## src/rtl/gpio_handshake_responder_pkg.sv

```systemverilog
// Shared definitions for the GPIO checkbit handshake responder:
// FSM encoding and the fixed step table the firmware walks through.
package gpio_handshake_pkg;

  localparam int N_STEPS = 6;
  localparam logic [2:0] LAST_STEP = 3'(N_STEPS - 1);

  typedef enum logic [2:0] {
    ST_IDLE,
    ST_WAIT_MATCH,
    ST_DELAY,
    ST_DRIVE,
    ST_PASS,
    ST_FAIL
  } state_e;

  // The final step has no response; a match there is the terminal pass.
  localparam logic [7:0] EXP_HI [0:N_STEPS-1] = '{8'hA0, 8'h0B, 8'hAB, 8'h01, 8'h02, 8'h04};
  localparam logic [7:0] RSP_LO [0:N_STEPS-2] = '{8'hF0, 8'h0F, 8'h00, 8'h01, 8'h03};
  localparam logic       DLY_EN [0:N_STEPS-2] = '{1'b0, 1'b0, 1'b0, 1'b1, 1'b1};

endpackage

```

## src/rtl/gpio_handshake_responder_if.sv

```systemverilog
// Pad-side handshake bundle: the harness drives enable and the upper
// checkbit byte, the responder answers on the lower byte plus status.
interface gpio_handshake_responder_if;
  import gpio_handshake_pkg::*;

  logic       enable;
  logic [7:0] checkbits_hi;
  logic [7:0] checkbits_lo;
  logic       checkbits_lo_oe;
  logic [2:0] step_idx;
  logic       busy;
  logic       pass;
  logic       fail;

  modport master (
    output enable, checkbits_hi,
    input  checkbits_lo, checkbits_lo_oe, step_idx, busy, pass, fail
  );

  modport slave (
    input  enable, checkbits_hi,
    output checkbits_lo, checkbits_lo_oe, step_idx, busy, pass, fail
  );

endinterface

```

## src/rtl/gpio_handshake_responder_sync2.sv

```systemverilog
// Plain two-flop synchronizer, one independent chain per bit, used to
// bring the asynchronous pad inputs into the clock domain.
module gpio_sync2 #(
  parameter int WIDTH = 8
) (
  input  logic             clock_i,
  input  logic             reset_i,
  input  logic [WIDTH-1:0] d_i,
  output logic [WIDTH-1:0] q_o
);

  logic [WIDTH-1:0] meta_q;
  logic [WIDTH-1:0] sync_q;

  always_ff @(posedge clock_i or posedge reset_i) begin
    if (reset_i) begin
      meta_q <= '0;
      sync_q <= '0;
    end else begin
      meta_q <= d_i;
      sync_q <= meta_q;
    end
  end

  assign q_o = sync_q;

endmodule

```

## src/rtl/gpio_handshake_responder.sv

```systemverilog
// Off-chip partner for the management GPIO checkbit handshake: watches
// the upper byte, answers from the step table and reports pass/fail.
module gpio_handshake_responder
  import gpio_handshake_pkg::*;
#(
  parameter int TIMEOUT_CYCLES = 25000,
  parameter int SETTLE_CYCLES  = 1000
) (
  input logic                        clock_i,
  input logic                        reset_i,
  gpio_handshake_responder_if.slave  hs
);

  localparam int TW = $clog2(TIMEOUT_CYCLES + 1);
  localparam int DW = $clog2(SETTLE_CYCLES + 1);

  state_e         state_q, state_d;
  logic [2:0]     step_q, step_d;
  logic [7:0]     lo_q, lo_d;
  logic           oe_q, oe_d;
  logic [TW-1:0]  timer_q, timer_d;
  logic [DW-1:0]  dly_q, dly_d;
  logic           en_q;
  logic [7:0]     hi_s;
  logic [7:0]     hi_prev_q;
  logic           match;
  logic           timeout;

  gpio_sync2 #(.WIDTH(8)) u_sync (
    .clock_i (clock_i),
    .reset_i (reset_i),
    .d_i     (hs.checkbits_hi),
    .q_o     (hi_s)
  );

  // Two consecutive equal samples filter out skewed or glitching pad edges.
  assign match   = (hi_s == EXP_HI[step_q]) && (hi_prev_q == EXP_HI[step_q]);
  assign timeout = (timer_q == TW'(TIMEOUT_CYCLES - 1));

  always_ff @(posedge clock_i or posedge reset_i) begin
    if (reset_i) begin
      state_q   <= ST_IDLE;
      step_q    <= '0;
      lo_q      <= '0;
      oe_q      <= 1'b0;
      timer_q   <= '0;
      dly_q     <= '0;
      en_q      <= 1'b0;
      hi_prev_q <= '0;
    end else begin
      state_q   <= state_d;
      step_q    <= step_d;
      lo_q      <= lo_d;
      oe_q      <= oe_d;
      timer_q   <= timer_d;
      dly_q     <= dly_d;
      en_q      <= hs.enable;
      hi_prev_q <= hi_s;
    end
  end

  always_comb begin
    state_d = state_q;
    step_d  = step_q;
    lo_d    = lo_q;
    oe_d    = oe_q;
    timer_d = timer_q;
    dly_d   = dly_q;
    if (timer_q != TW'(TIMEOUT_CYCLES)) timer_d = timer_q + 1'b1;

    if (!hs.enable) begin
      state_d = ST_IDLE;
      step_d  = '0;
      lo_d    = '0;
      oe_d    = 1'b0;
      timer_d = '0;
      dly_d   = '0;
    end else begin
      unique case (state_q)
        ST_IDLE: begin
          step_d  = '0;
          lo_d    = '0;
          oe_d    = 1'b0;
          timer_d = '0;
          dly_d   = '0;
          if (!en_q) state_d = ST_WAIT_MATCH;
        end
        // A match beats a coincident timeout.
        ST_WAIT_MATCH: begin
          if (match) begin
            if (step_q == LAST_STEP) begin
              state_d = ST_PASS;
            end else if (DLY_EN[step_q]) begin
              state_d = ST_DELAY;
              dly_d   = '0;
            end else begin
              state_d = ST_DRIVE;
            end
          end else if (timeout) begin
            state_d = ST_FAIL;
          end
        end
        ST_DELAY: begin
          if (dly_q == DW'(SETTLE_CYCLES - 1)) begin
            state_d = ST_DRIVE;
          end else begin
            dly_d = dly_q + 1'b1;
            if (timeout) state_d = ST_FAIL;
          end
        end
        ST_DRIVE: begin
          lo_d    = RSP_LO[step_q];
          oe_d    = 1'b1;
          step_d  = step_q + 3'd1;
          timer_d = '0;
          state_d = ST_WAIT_MATCH;
        end
        ST_PASS, ST_FAIL: begin
          state_d = state_q;
        end
        default: state_d = ST_IDLE;
      endcase
    end
  end

  assign hs.checkbits_lo    = lo_q;
  assign hs.checkbits_lo_oe = oe_q;
  assign hs.step_idx        = step_q;
  assign hs.busy            = (state_q == ST_WAIT_MATCH) || (state_q == ST_DELAY) || (state_q == ST_DRIVE);
  assign hs.pass            = (state_q == ST_PASS);
  assign hs.fail            = (state_q == ST_FAIL);

endmodule

```

## src/flat_wrapper.sv

```systemverilog
// flat-port wrapper written by rule: the top's interface ports become plain ports
module gpio_handshake_responder_flat import gpio_handshake_pkg::*;
#(
  parameter int TIMEOUT_CYCLES = 25000,
  parameter int SETTLE_CYCLES  = 1000
)
  (clock_i, reset_i, hs_enable, hs_checkbits_hi, hs_checkbits_lo, hs_checkbits_lo_oe, hs_step_idx, hs_busy, hs_pass, hs_fail);
  gpio_handshake_responder_if hs_i ();
  input logic clock_i;
  input logic reset_i;
  input wire logic [$bits(hs_i.enable)-1:0] hs_enable;
  input wire logic [$bits(hs_i.checkbits_hi)-1:0] hs_checkbits_hi;
  output wire logic [$bits(hs_i.checkbits_lo)-1:0] hs_checkbits_lo;
  output wire logic [$bits(hs_i.checkbits_lo_oe)-1:0] hs_checkbits_lo_oe;
  output wire logic [$bits(hs_i.step_idx)-1:0] hs_step_idx;
  output wire logic [$bits(hs_i.busy)-1:0] hs_busy;
  output wire logic [$bits(hs_i.pass)-1:0] hs_pass;
  output wire logic [$bits(hs_i.fail)-1:0] hs_fail;
  assign hs_i.enable = hs_enable;
  assign hs_i.checkbits_hi = hs_checkbits_hi;
  assign hs_checkbits_lo = hs_i.checkbits_lo;
  assign hs_checkbits_lo_oe = hs_i.checkbits_lo_oe;
  assign hs_step_idx = hs_i.step_idx;
  assign hs_busy = hs_i.busy;
  assign hs_pass = hs_i.pass;
  assign hs_fail = hs_i.fail;
  gpio_handshake_responder #(.TIMEOUT_CYCLES(TIMEOUT_CYCLES), .SETTLE_CYCLES(SETTLE_CYCLES)) u_core (.clock_i(clock_i), .reset_i(reset_i), .hs(hs_i));
endmodule
```

## config.mk

```make
export PLATFORM = sky130hd
export DESIGN_NAME = gpio_handshake_responder_flat
export DESIGN_NICKNAME = d
export VERILOG_FILES = /design/src/rtl/gpio_handshake_responder_pkg.sv /design/src/rtl/gpio_handshake_responder_if.sv /design/src/rtl/gpio_handshake_responder_sync2.sv /design/src/rtl/gpio_handshake_responder.sv /design/src/flat_wrapper.sv
export SDC_FILE = /design/constraint.sdc
export NUM_CORES = 1
export LEC_CHECK = 0
export BUFFER_PORTS_ARGS = -buffer_cell sky130_fd_sc_hd__buf_4
export CAP_MARGIN = 20
export CORE_ASPECT_RATIO = 0.6
export CORE_MARGIN = 4
export CORE_UTILIZATION = 55
export CTS_BUF_LIST = sky130_fd_sc_hd__clkbuf_8
export DETAILED_ROUTE_END_ITERATION = 6
export PLACE_DENSITY = 0.83
export SYNTH_ARGS = -nofsm -noshare
export SYNTH_HDL_FRONTEND = slang
export SYNTH_HIERARCHICAL = 1
export SYNTH_SLANG_ARGS = --single-unit
export TNS_END_PERCENT = 20
```

## constraint.sdc

```tcl
create_clock -name clock_i -period 2.14 [get_ports clock_i]
set_input_delay 0.535 -clock clock_i [delete_from_list [all_inputs] [get_ports clock_i]]
set_output_delay 0.535 -clock clock_i [all_outputs]
set_load 0.05 [all_outputs]
```

==> qor.yml <==
sta:
  fmax_mhz: 482.2
  period_needed_ns: 2.074
  fin_ws_ns: 0.06621
  finalHoldViolCount: 0
  worst_pin_slew_ns: 0.7495
  relSlewSlack: 0.4993
  setup_viol: 0
  min_period_over_period: 0.9691
  rsz0062_at_grt: "true"
  report.final.slew_viol_count: 0
  fin_worst_skew_ns: 0.006641
detailed_routing:
  first_iter_violations: 253
  drc: 0
  viasPerCell: 6.015
  firstDrtPassIters: 5
  drt-total-wl_mm: 6.705
  drtAntennaViolNets: 0
  routed-via-count: 2412
  wire_per_inst_um: 16.72
floorplan:
  dieArea_mm2: 0.006570
  die_width_um: 102.0
  die_h_um: 64.41
  core_area_mm2: 0.005105
  row_count: 20
  io_pins: 26
  initial_utilization: 0.5713
logic_synthesis:
  synth_top_area_share: 0.5234
  synth_top_cell_by_area: "dfrtp_1"
  syn_area_mm2: 0.002917
  ys_ff_latch: 61
  synth-main-ff-cell: "dfrtp_1"
  yosysUniqueCellTypes: 47
  syn-instance-count: 297
  synth_area_leaders: "dfrtp_1 52%, nand2_1 4.5%, nor2_1 3.9%"
  yosys_warnings: 6
  ys_async_sr_fraction: 1.000
  synth_edf_count: 0
  avgSynthCellArea_um2: 9.820
  synth-seq-area-share: 0.5234
  syn_nets: 316
clock_network:
  clockBufferDepth: 2
  cts_tree: "done"
  root_buffer: "clkbuf_8"
  cts_buffers: 9
  cts.clk_slew.worst_paths_ns: 0.07
  numClockSinks: 61
  htree_num_levels: 3
  clk_latency_ns: 0.35
  ctsHoldBuffers: 0
place:
  io_buffers: 25
  dp_hpwl_mm: 4.555
  dpl_cell_area_mm2: 0.003204
  gp_congestion: 0.9355
  pre_cts_ws_ns: 0.04291
  placedCellCount: 384
layout:
  final_nets: 349
  num-fill-cells: 403
  antenna_cells: 0
  drive_above_1_share: 0.2119
  syn_to_final_growth_pct: 18.40
  regArea_mm2: 0.001530
  final_cells: 401
  multi_input_area_mm2: 0.001325
  final_area_mm2: 0.003453
critical_path:
  required_ns: 2.42
  path_class: "flip-flop to flip-flop"
  crit_chain: "or4_4, a2111oi_4, nand3_1, nand3b_1, a21oi_1"
  critical_path_arrival_ns: 2.35
  max_stage_delay_ns: 0.55
  crit_path_end_kind: "flip-flop"
  start_kind: "flip-flop"
  cp_max_fo: 5
  cp_slowest_cell: "or4_4"
status:
  status: "complete, no violations"
global_routing:
  overflow: 0
  grt_max_degree: 46
  antenna_found_initial: 0
  grt_pass1_wl_mm: 11.12
  gr-usage-all-layers: 0.2242
  grt_pass1_vias: 2273
min_path:
  hp-class: "input pin to asynchronous set/reset pin"
power_and_ir_drop:
  totalPowerFinal_w: 0.002408
  vdd_drop_max_v: 0.0004416
  cellLeakagePower_nw: 1.489
  power.density_mw_per_mm2: 697.4
flow_run:
  drv_cap: 0
[where the power goes]
group	leakage (nW)	internal (W)	switching [W]	total, W
Sequential	0.788	0.00119	0.0000349	0.00122
Combinational	0.609	0.0000802	0.000157	0.000237
Clock	0.0917	0.000482	0.000466	0.000948
Total	1.49	0.00175	0.000658	0.00241
[repair_timing]
item | in CTS | in global routing
pin swaps | 4 | 9
gates cloned | 0 | 0
buffers inserted | 1 | 0
endpoints found under the hold margin | 0 | 0
gates resized for setup | 4 | 11
setup endpoints to repair | 3 | 14
[Yosys cell counts (7+ instances only)]
cell / number
nor2_1: 30
a21oi_1: 12
nand3_1: 13
a31oi_1: 10
xor2_1: 10
o21ai_0: 15
dfrtp_1: 61
inv_1: 14
nand2_1: 35
clkbuf_1: 7
ha_1: 8
[cells in the final DEF, fill, tap and decap left out, drive strengths merged, types with 6 or more instances in the layout]
cell,count
a21oi,12
a31oi,10
and3,6
buf,35
clkbuf,11
dfrtp,61
ha,8
inv,14
nand2,35
nand3,13
nand4,6
nor2,30
nor3,6
o21ai,17
xor2,10
[metal layers]
metal	track usage	share of wire
met2	0.3131	0.44
met3	0.09160	0.097
met4	0.08020	0.020
met1	0.3129	0.45
met5	0	0
[cell type report]
cell class                      instances  share of cell area
Sequential cell                        61              0.4431
Multi-Input combinational cell        209              0.3837
Timing Repair Buffer                   35             0.07971
Clock buffer                           11             0.04384
Tap cell                               66             0.02391
Inverter                               14             0.01594
Clock inverter                          5            0.009783
[path summary, 6_finish.rpt]
kind	start	to	slack, ns	cells past startpoint
max	u_core/u_sync/q_o[4]	u_core/state_q[1]	0.07	5
max in group asynchronous	reset_i	u_core/u_sync/meta_q[7]	1.52	2
min	reset_i	u_core/timer_q[9]	0.22	3
max reg2reg	u_core/u_sync/q_o[4]	u_core/state_q[1]	0.07	5
min in group clock_i	hs_checkbits_hi[1]	u_core/u_sync/meta_q[1]	0.29	1
min reg2reg	u_core/u_sync/meta_q[0]	u_core/u_sync/q_o[0]	0.35	0
[sequential cells by signal, indices dropped and copies added, names as in the netlist]
register / cells
u_core/state_q: 3
u_core/en_q: 1
u_core/timer_q: 15
u_core/dly_q: 10
u_core/hs.checkbits_lo: 4
u_core/u_sync/meta_q: 8
u_core/hi_prev_q: 8
u_core/hs.checkbits_lo_oe: 1
u_core/u_sync/q_o: 8
u_core/hs.step_idx: 3
[critical path, delay by kind of cell, from the launching register on]
kind | cells | cell delay (ns)
AND/OR/NAND/NOR | 3 | 0.98
AO/OA/AOI/OAI | 2 | 0.64
flip-flops | 1 | 0.38
[cell families after synthesis]
family                     after synthesis  synth area share
AOI/OAI and AO/OA                       59            0.1373
xor gates and xnor gates                12           0.03604
adders and majority gates                8           0.03432
buffers and inverters                   27           0.04033
DFF                                     61            0.5234
and+or+nand+nor                        130            0.2287
[per-stage QoR]
| step | hold WS (ns) | utilization | TNS, ns |
|---|---|---|---|
| 3_3_place_gp | 0.3332 | 0.6277 | 0 |
| 6_report | 0.2234 | 0.6765 | 0 |
| 5_1_grt | 0.2389 | 0.6765 | -0.1925 |
| 2_1_floorplan | 0.3312 | - | 0 |
| 4_1_cts | 0.2304 | 0.6708 | 0 |
| 3_5_place_dp | 0.3363 | 0.6277 | 0 |
Power figures use the tool's default switching activity.
